### src/rtl/fetch_pkg.sv
`default_nettype none
// ============================================================================
// Module      : fetch_pkg
// Description : Shared types and constants for the instruction-fetch
//               sequencer: FSM state encoding, default widths and the PC
//               value used when the sequencer is cleared.
// Revision    : 1.0 - initial release
// ============================================================================
package fetch_pkg;

    // Default widths for the fetch path.
    localparam int DEF_ADDR_W  = 8;
    localparam int DEF_INSTR_W = 16;

    // PC value presented on next_pc while clear is asserted.
    localparam int unsigned RESET_PC = 0;

    // Fetch FSM state encoding.
    typedef enum logic [1:0] {
        S_IDLE = 2'd0,
        S_REQ  = 2'd1,
        S_HOLD = 2'd2
    } fetch_state_e;

endpackage : fetch_pkg
`default_nettype wire

### src/rtl/fetch_ctrl.sv
`default_nettype none
// ============================================================================
// Module      : fetch_ctrl
// Description : Instruction-fetch sequencer sitting directly upstream of the
//               PC register. Drives next_pc every cycle, issues one
//               req/ack memory transaction at a time and hands each fetched
//               instruction to decode over a valid/ready handshake. Branch
//               redirects squash the held instruction or discard a memory
//               response that is already in flight.
// Ports       : clock, clear             - clock, synchronous active-high reset
//               pc_in / next_pc          - PC register read-back / load value
//               imem_req/addr/ack/rdata  - instruction memory handshake
//               redirect_valid/target    - taken branch or jump (1-cycle pulse)
//               instr_valid/instr/instr_pc/instr_ready - decode handshake
// Revision    : 1.0 - initial release
// ============================================================================
module fetch_ctrl
    import fetch_pkg::*;
#(
    parameter int ADDR_W  = DEF_ADDR_W,
    parameter int INSTR_W = DEF_INSTR_W
) (
    input  logic               clock,
    input  logic               clear,
    input  logic [ADDR_W-1:0]  pc_in,
    output logic [ADDR_W-1:0]  next_pc,
    output logic               imem_req,
    output logic [ADDR_W-1:0]  imem_addr,
    input  logic               imem_ack,
    input  logic [INSTR_W-1:0] imem_rdata,
    input  logic               redirect_valid,
    input  logic [ADDR_W-1:0]  redirect_target,
    output logic               instr_valid,
    output logic [INSTR_W-1:0] instr,
    output logic [ADDR_W-1:0]  instr_pc,
    input  logic               instr_ready
);

    // ------------------------------------------------------------------------
    // State
    // ------------------------------------------------------------------------
    fetch_state_e       r_state;
    logic [ADDR_W-1:0]  r_addr_q;
    logic               r_drop;        // in-flight response belongs to a squashed path
    logic [INSTR_W-1:0] r_instr_q;
    logic [ADDR_W-1:0]  r_instr_pc_q;
    logic               r_valid_q;

    fetch_state_e       w_state_nxt;
    logic [ADDR_W-1:0]  w_addr_nxt;
    logic               w_drop_nxt;
    logic [INSTR_W-1:0] w_instr_nxt;
    logic [ADDR_W-1:0]  w_instr_pc_nxt;
    logic               w_valid_nxt;

    // A response is usable only if nothing has redirected the path since the
    // request was issued.
    logic               w_good_ack;
    assign w_good_ack = (r_state == S_REQ) && imem_ack && !r_drop;

    // ------------------------------------------------------------------------
    // State register
    // ------------------------------------------------------------------------
    always_ff @(posedge clock) begin
        if (clear) begin
            r_state      <= S_IDLE;
            r_addr_q     <= '0;
            r_drop       <= 1'b0;
            r_instr_q    <= '0;
            r_instr_pc_q <= '0;
            r_valid_q    <= 1'b0;
        end else begin
            r_state      <= w_state_nxt;
            r_addr_q     <= w_addr_nxt;
            r_drop       <= w_drop_nxt;
            r_instr_q    <= w_instr_nxt;
            r_instr_pc_q <= w_instr_pc_nxt;
            r_valid_q    <= w_valid_nxt;
        end
    end

    // ------------------------------------------------------------------------
    // Next-state logic
    // ------------------------------------------------------------------------
    always_comb begin
        w_state_nxt    = r_state;
        w_addr_nxt     = r_addr_q;
        w_drop_nxt     = r_drop;
        w_instr_nxt    = r_instr_q;
        w_instr_pc_nxt = r_instr_pc_q;
        w_valid_nxt    = r_valid_q;

        case (r_state)
            S_IDLE: begin
                // On a redirect pc_in has not yet picked up the target, so
                // wait one cycle before latching the fetch address.
                if (!redirect_valid) begin
                    w_addr_nxt  = pc_in;
                    w_state_nxt = S_REQ;
                end
            end

            S_REQ: begin
                if (imem_ack) begin
                    if (r_drop || redirect_valid) begin
                        w_drop_nxt  = 1'b0;
                        w_state_nxt = S_IDLE;
                    end else begin
                        w_instr_nxt    = imem_rdata;
                        w_instr_pc_nxt = r_addr_q;
                        w_valid_nxt    = 1'b1;
                        w_state_nxt    = S_HOLD;
                    end
                end else if (redirect_valid) begin
                    // The request cannot be withdrawn; remember to discard
                    // its response when it finally arrives.
                    w_drop_nxt = 1'b1;
                end
            end

            S_HOLD: begin
                // A redirect wins over a same-cycle accept.
                if (redirect_valid || instr_ready) begin
                    w_valid_nxt = 1'b0;
                    w_state_nxt = S_IDLE;
                end
            end

            default: begin
                w_state_nxt = S_IDLE;
            end
        endcase
    end

    // ------------------------------------------------------------------------
    // Outputs
    // ------------------------------------------------------------------------
    always_comb begin
        imem_req    = (r_state == S_REQ);
        // Decoded from registered state only, so the address cannot move
        // while a request is outstanding.
        imem_addr   = (r_state == S_REQ) ? r_addr_q : '0;
        instr_valid = r_valid_q;
        instr       = r_instr_q;
        instr_pc    = r_instr_pc_q;

        if (clear) begin
            next_pc = ADDR_W'(RESET_PC);
        end else if (redirect_valid) begin
            next_pc = redirect_target;
        end else if (w_good_ack) begin
            next_pc = r_addr_q + ADDR_W'(1);   // wraps modulo 2^ADDR_W
        end else begin
            next_pc = pc_in;
        end
    end

endmodule : fetch_ctrl
`default_nettype wire

### config.mk
export PLATFORM = sky130hd
export DESIGN_NAME = fetch_ctrl
export DESIGN_NICKNAME = d
export VERILOG_FILES = /design/src/rtl/fetch_pkg.sv /design/src/rtl/fetch_ctrl.sv
export SDC_FILE = /design/constraint.sdc
export NUM_CORES = 1
export LEC_CHECK = 0
export ABC_CLOCK_PERIOD_IN_PS = 2440
export CAP_MARGIN = 10
export CORE_MARGIN = 1
export CORE_UTILIZATION = 40
export DETAILED_ROUTE_END_ITERATION = 12
export PLACE_DENSITY = 0.76
export SYNTH_ARGS = -nofsm -noshare
export SYNTH_HDL_FRONTEND = slang
export SYNTH_SLANG_ARGS = --single-unit
### constraint.sdc
create_clock -name clock -period 2.44 [get_ports clock]
set_input_delay 0.732 -clock clock [delete_from_list [all_inputs] [get_ports clock]]
set_output_delay 0.732 -clock clock [all_outputs]
set_load 0.01 [all_outputs]
# Word-level counts from Yosys, hierarchy flattened
# Cells that the tools add are included.
# Widths: inputs -> output; s select.
op_classes:
  add_sub_neg: 1
  n_eq_ne: 7
  n_mux: 16
  bitwise_logic: 2
  n_reduce_logical: 13
ops:
  columns: ["cell", "count"]
  rows:
  - ["$mux 8", 4]
  - ["$reduce_and 3->1", 3]
  - ["$add 8x1->8 const B", 1]
  - ["$mux 2", 4]
  - ["$mux 1", 6]
  - ["$ne 2x2->1 const B", 3]
  - ["$pmux 2 s3", 1]
  - ["$ne 2x1->1 const B", 2]
  - ["$reduce_and 4->1", 1]
  - ["$reduce_bool 2->1", 2]
  - ["$eq 2x1->1 const B", 1]
  - ["$eq 2x2->1 const B", 1]
  - ["$logic_and 1x1->1", 2]
  - ["$logic_not 2->1", 1]
  - ["$logic_or 1x1->1", 2]
  - ["$not 1->1", 2]
  - ["$pmux 1 s2", 1]
  - ["$reduce_and 2->1", 1]
  - ["$logic_not 1->1", 1]
word_totals:
  register_bits: 36
  inputBits: 37
  output_inout_bits: 42
  word_cells: 45

# Depth between registers and ports, before layout
# Gate-level depths: netlist of run 1.
depth:
  depth_word: 6
  mapped_depth: 6
  ltp_nobuf: 5

# Least setup slack after synthesis of run 1
# No wires, ideal clock.
synth_timing:
  kind: "in2out"
  start: "in clear"
  end: "out next_pc[1]"
  t_arrival_ns: 1.623
  required_time_ns: 1.708
  slack_ns: 0.085
  cell_stages: 4
  path_buffers: 3
  path_cell_list: "clkbuf_1 -> clkbuf_1 -> clkbuf_1 -> nor2_1"
synth_via:
  elab_chain_len: 1
synth_lines:
  columns: ["item", "line", "source"]
  rows:
  - ["from (decl)", "fetch_ctrl.sv:24", "input logic clear,"]
  - ["$mux 8", "fetch_ctrl.sv:147", "if (clear) begin"]
  - ["to (decl)", "fetch_ctrl.sv:26", "output logic [ADDR_W-1:0] next_pc,"]
# Every way passes these cells.

# Final worst setup path of run 1
layout_timing:
  start: "in imem_ack"
  end: "out next_pc[1]"
layout_via:
  elab_chain_len: 5
layout_lines:
  columns: ["item", "line", "source"]
  rows:
  - ["from (decl)", "fetch_ctrl.sv:29", "input logic imem_ack,"]
  - ["$logic_and 1x1->1 (2 in series)", "fetch_ctrl.sv:59", "assign w_good_ack = (r_state == S_REQ) && imem_ack && !r_drop;"]
  - ["$mux 8", "fetch_ctrl.sv:151", "end else if (w_good_ack) begin"]
  - ["$mux 8", "fetch_ctrl.sv:149", "end else if (redirect_valid) begin"]
  - ["$mux 8", "fetch_ctrl.sv:147", null]
# Every way passes these cells.

==> impl_metrics.ini, run 1 <==
[power]
p_leak_nw = 1.20
peakVddDrop_uv = 339
power.density_mw_per_mm2 = 502

[timing]
setup_violations = 1
maxSlewHeadroom_pct = 79.9
timing.hold.ws_ns = 0.455
worst_slack_ns = -0.0758
finalMaxSlewViolations = 0
clock_skew_ns = 0.00422
fin_crit_sh_pct = 103
rsz0062_at_grt = true
worstMarginPinSlew_ns = 0.294
period_needed_ns = 2.52
finalHoldViolCount = 0
fmax_mhz = 397

[worst_hold_path]
hp-class = register to register
holdPathEnd = instr[7]
holdPathStages = 2
min-delay-start = instr[7]

[die]
die_h_microns = 66.2
die_area_sq_mm = 0.00439
rows = 22
ios = 79
coreArea_sq_mm = 0.00380
initial_utilization_pct = 43.4
die_w_microns = 66.2

[yosys]
netlist_area_sq_mm = 0.00165
ys_seq_area_share_pct = 43.7
synth_area_per_cell_sq_um = 7.93
synthMuxAreaShare_pct = 6.14
synth.area.top_cells = dfxtp_1, nand2_1, a21oi_1
synth_top_family_by_area = simple AND/OR/NAND/NOR gates
yosysTopAreaCell = dfxtp_1
yosys.area_share.simple_pct = 27.9
synth_edf_count = 0
netlist.area_leader.share_pct = 43.7
ys.flop_type = dfxtp_1
synth_nets = 246
syn-instance-count = 208
synth_fa_ha_area_share_pct = 0.758
synthArstFlopShare_pct = 0
synth_cell_type_count = 32
ys_seq_elements = 36
synth_xor_area_share_pct = 3.18
synth_compound_gate_area_share_pct = 14.0
ys_warn_count = 0

[run_status]
outcome = finished with violations
violations = setup timing

[route]
ant_nets = 0
drc_errors = 0
wire_per_inst_microns = 13.4
drt_first_pass_iters = 4
initialDrtViolationCount = 58
wirelength_microns = 4820
vias = 1784
vias_per_cell = 4.96

[setup_path]
ff2ff_path_depth = 7
cp-end-kind = output pin
r2r-end = instr_pc[7]
worstPathRequired_ns = 1.71
crit_chain = buf_6, and4bb_4, buf_6, mux2_4, mux2i_1, nor2_1, buf_2
worst_path_max_delay_cell = mux2_4
rr_startpoint = r_drop
r2r_setup_slack_ns = 0.96
cp_slowest_stage_delay_ns = 0.29
cp_max_fo = 3
cp-start-kind = input port
crit_top_cell = buf_6
crit_type = input port to output pin
cp.arrival_ns = 1.78

[clocking]
postCtsHoldBufs = 0
htree_levels = 2
cts.sinks = 36
cts_buffers = 5
clock_latency_ns = 0.28
clock_path_buffers = 2
cts.clk_slew.worst_paths_ns = 0.07
cts_root_buffer = clkbuf_8
cts_tree = done

[finish]
antennaDiodeCount = 0
final_nets = 349
finalInstanceArea_sq_mm = 0.00284
multiInputGateArea_sq_um = 925
drive_gt1_share_pct = 20.2
final_core_util_pct = 74.6
final.fill_count = 291
seq_area_sq_um = 721
area_growth_pct = 71.8

[global_route]
grt.total_usage_pct = 23.9
overflow = 0
first_global_vias = 1746
grt_pass1_wl_microns = 7870
antenna_found_initial = 0
grt_max_degree = 29

[placement]
port_buffers = 78
place_area_sq_mm = 0.00266
gp_congestion = 0.809
dp_hpwl_microns = 3310

[run]
drv_cap = 0
-- cells in the final DEF (no fill, tap or decap), types with 2 or more instances in the layout --
cell type	netlist	final
buf_6	0	3
o21ai_0	7	4
clkdlybuf4s50_1	0	55
nor4b_4	0	2
nand3_1	3	3
o21ai_1	0	3
xnor2_1	3	3
buf_2	3	7
dfxtp_1	36	36
and2_1	8	8
xor2_1	3	3
clkbuf_8	0	5
dlygate4sd2_1	0	7
clkbuf_2	0	2
dlymetal6s2s_1	0	5
mux2i_1	9	9
buf_4	3	29
nand2_1	53	53
nor2b_1	6	5
a21oi_1	30	29
nor2_1	15	14
buf_12	0	2
-- worst max path at each step --
stage	start	slack, ns	end	cells past startpoint
final	imem_ack	-0.08	next_pc[1]	7
after global routing	imem_ack	-0.14	next_pc[1]	7
after CTS	imem_ack	-0.12	next_pc[1]	7
after detailed placement	imem_ack	-0.83	next_pc[1]	6
after global placement	imem_ack	-0.81	next_pc[1]	6
after floorplan	clear	0.09	next_pc[1]	4
-- area by class of cell --
class	count	area share [%]
timing repair buffer	111	36.1
multi-input combinational	157	32.6
sequential	36	25.4
clock buffer	6	2.56
tap	48	2.12
clock inverter	2	1.24
-- critical path: cells and delay by family --
family / cells / cell delay, ns
buffers and inverters: 3 / 0.31
muxes: 2 / 0.42
and+or+nand+nor: 2 / 0.32
-- layer usage --
layer  part of all wire [%]  up-vias  track usage (%)
met1                     44      811             29.9
met5                      0        -                0
li1                       -      898                -
met2                     45       67             37.4
met4                    1.3        0             8.78
met3                    8.9        8             8.62
-- registers in the layout, summed over array words and instances (netlist names) --
name and count:
r_state 2, instr 16, r_drop 1, instr_pc 8, r_addr_q 8, instr_valid 1
-- metrics by stage --
stage          cells  TNS, ns  power (W)  worst slack [ns]
2_1_floorplan    208        0   0.000745            0.0851
3_3_place_gp     348    -6.05   0.000912            -0.808
3_5_place_dp     348    -6.14   0.000914            -0.833
4_1_cts          360   -0.219    0.00143            -0.124
5_1_grt          360   -0.245    0.00150            -0.141
6_report         360  -0.0758    0.00142           -0.0758
-- synth_stat cells, types with 2 or more instances --
cell,n
a211oi_1,2
a21oi_1,30
and2_1,8
buf_2,3
buf_4,3
clkbuf_1,9
dfxtp_1,36
mux2i_1,9
nand2_1,53
nand3_1,3
nor2_1,15
nor2b_1,6
nor4b_1,2
o21ai_0,7
xnor2_1,3
xor2_1,3
-- logic make-up (layout without fill, tap and decap cells) --
logic type,after synthesis,count (layout)
AO/OA/AOI/OAI,43,43
XOR/XNOR,6,6
adder cells (fa/ha/maj),1,1
buffers and inverters,15,119
flip-flops,36,36
multiplexers,10,10
AND/OR/NAND/NOR,97,97
-- power by group --
| group | leakage [nW] | total [W] | internal (W) | switching [W] |
|---|---|---|---|---|
| Clock | 0.0552 | 0.000513 | 0.000303 | 0.000209 |
| Sequential | 0.292 | 0.000621 | 0.000608 | 0.0000132 |
| Combinational | 0.854 | 0.000290 | 0.000165 | 0.000125 |
-- what timing repair did --
action,4_1_cts,5_1_grt
pin swaps,3,5
endpoints found under the setup margin,16,11
buffers inserted,4,0
endpoints found under the hold margin,0,0
gates resized for setup,55,16
Note: power is estimated with default switching activity, not from simulation.
==> run 2: changes to the inputs <==
--- a/config.mk
+++ b/config.mk
@@ -10,6 +10,7 @@
 export CORE_MARGIN = 1
 export CORE_UTILIZATION = 40
 export DETAILED_ROUTE_END_ITERATION = 12
+export MAX_ROUTING_LAYER = met4
 export PLACE_DENSITY = 0.76
 export SYNTH_ARGS = -nofsm -noshare
 export SYNTH_HDL_FRONTEND = slang
==> run 2 against run 1 <==
The flow still finishes with violations (setup timing). Non-clock buffer count is the same. Sequential share of layout area did not move. Register-to-register slack about the same. Clock power barely moved. Utilization stayed put. Critical path type unchanged. Combinational power about the same. Critical path depth unchanged. Fmax is essentially flat. Wire length is 0.44% higher. Largest power group unchanged. Worst hold slack barely moved. Total power hardly changed.
==> impl_metrics.ini, run 2 (synthesized netlist as in run 1, its figures left out) <==
[run_status]
outcome = finished with violations
violations = setup timing

[setup_path]
cp-start-kind = input port
worst-path-buf-inv = 3
path_delay_family = multiplexers
crit_type = input port to output pin
cp_max_fo = 3
worst_path_max_delay_cell = mux2_4
startpoint = imem_ack
crit_top_cell = buf_6
cp.arrival_ns = 1.78
endpoint = next_pc[1]
rr_startpoint = r_drop
r2r-end = instr_pc[7]
cp-end-kind = output pin
cp_slowest_stage_delay_ns = 0.29
worstSetupPathDepth = 7
crit_chain = buf_6, and4bb_4, buf_6, mux2_4, mux2i_1, nor2_1, buf_2
r2r_setup_slack_ns = 0.96
worstPathRequired_ns = 1.71
ff2ff_path_depth = 7

[route]
ant_nets = 0
vias_per_cell = 4.95
vias = 1783
initialDrtViolationCount = 82
wire_per_inst_microns = 13.4
drt_first_pass_iters = 4
wirelength_microns = 4840
drc_errors = 0

[die]
coreArea_sq_mm = 0.00380
initial_utilization_pct = 43.4
rows = 22
die_w_microns = 66.2
die_h_microns = 66.2
die_area_sq_mm = 0.00439
ios = 79

[global_route]
overflow = 0
grt.total_usage_pct = 24.6
first_global_vias = 1740
grt_max_degree = 29
antenna_found_initial = 0
grt_pass1_wl_microns = 7890

[finish]
mostFrequentLayoutCells = clkdlybuf4s50_1, nand2_1, dfxtp_1
seq_area_sq_um = 721
final.fill_count = 291
area_growth_pct = 71.8
final_cells = 360
largest_reg_flops = 16
antennaDiodeCount = 0
final_core_util_pct = 74.6
multiInputGateArea_sq_um = 925
drive_gt1_share_pct = 20.2
layout_commonest_cell = clkdlybuf4s50_1
final_nets = 349

[timing]
setup_violations = 2
finalMaxSlewViolations = 0
fmax_mhz = 398
worstMarginPinSlew_ns = 0.294
timing.hold.ws_ns = 0.455
worst_slack_ns = -0.0751
clock_skew_ns = 0.00430
maxSlewHeadroom_pct = 79.9
rsz0062_at_grt = true
fin_crit_sh_pct = 103
period_needed_ns = 2.52
finalHoldViolCount = 0

[placement]
gp_congestion = 0.820
dp.cells = 348
port_buffers = 78
dp_hpwl_microns = 3310

[power]
peakVddDrop_uv = 340
p_leak_nw = 1.20
power.density_mw_per_mm2 = 502

[clocking]
cts_buffers = 5
cts.clk_slew.worst_paths_ns = 0.07
cts_tree = done
clock_path_buffers = 2
cts.sinks = 36
clock_latency_ns = 0.29
cts_root_buffer = clkbuf_8
htree_levels = 2

[run]
drv_cap = 0

[worst_hold_path]
hp-class = register to register
## run 2: worst reg2reg max path, stage by stage, from the launching register on
cell,delay (ns)
dfxtp_1,0.31
buf_4,0.13
nand4bb_2,0.28
buf_4,0.17
nor2_2,0.14
buf_12,0.18
nand2_1,0.08
a21oi_1,0.12
## run 2: stage by stage
| step | instance area [sq um] | worst slack, ns | setup TNS, ns | power (W) |
|---|---|---|---|---|
| after floorplan | 1650 | 0.0851 | 0 | 0.000745 |
| after global routing | 2840 | -0.141 | -0.245 | 0.00150 |
| after CTS | 2810 | -0.124 | -0.219 | 0.00143 |
| after global placement | 2660 | -0.808 | -6.05 | 0.000912 |
| after detailed placement | 2660 | -0.833 | -6.14 | 0.000914 |
| final | 2840 | -0.0751 | -0.0865 | 0.00142 |
## run 2: what timing repair did
item / in CTS / in global routing
setup buffers: 4 / 0
endpoints found under the hold margin: 0 / 0
resized for setup: 55 / 16
hold buffers: 0 / 0
pin swaps: 3 / 5
setup endpoints to repair: 16 / 11
## run 2: worst min-delay path by stage
stage	startpoint	endpoint	slack (ns)	cells past startpoint
4_1_cts	instr[9]	instr[9]	0.46	2
3_3_place_gp	instr[6]	instr[6]	0.44	2
3_5_place_dp	instr[9]	instr[9]	0.45	2
6_report	instr_pc[4]	instr_pc[4]	0.45	2
5_1_grt	instr_pc[5]	instr_pc[5]	0.47	2
2_1_floorplan	r_addr_q[7]	instr_pc[7]	0.46	2
## run 2: area by class of cell
cell class | count | area share, %
timing repair buffer | 111 | 36.1
multi-input combinational | 157 | 32.6
sequential | 36 | 25.4
clock buffer | 6 | 2.56
tap | 48 | 2.12
clock inverter | 2 | 1.24
## run 2: routing by layer
layer  up-vias  wire, microns  share of wire (%)  global-route usage [%]
met5         -              0                  0                       -
met3        10            400                8.3                    8.45
met2        65           2190                 45                    37.1
met4         0             91                1.9                    8.78
met1       809           2160                 45                    30.5
li1        899              -                  -                       -
## run 2: where the power goes
group | leakage [nW] | switching [W] | internal (W)
combinational | 0.854 | 0.000125 | 0.000165
clock | 0.0552 | 0.000210 | 0.000303
sequential | 0.292 | 0.0000132 | 0.000608
total | 1.20 | 0.000348 | 0.00108
==> run 3: changes to the inputs <==
--- a/config.mk
+++ b/config.mk
@@ -9,6 +9,7 @@
 export CAP_MARGIN = 10
 export CORE_MARGIN = 1
 export CORE_UTILIZATION = 40
+export CTS_CLUSTER_SIZE = 16
 export DETAILED_ROUTE_END_ITERATION = 12
 export MAX_ROUTING_LAYER = met4
 export PLACE_DENSITY = 0.76
==> results of run 3 <==
Final layout, timing and power as in run 2 (identical DEF).
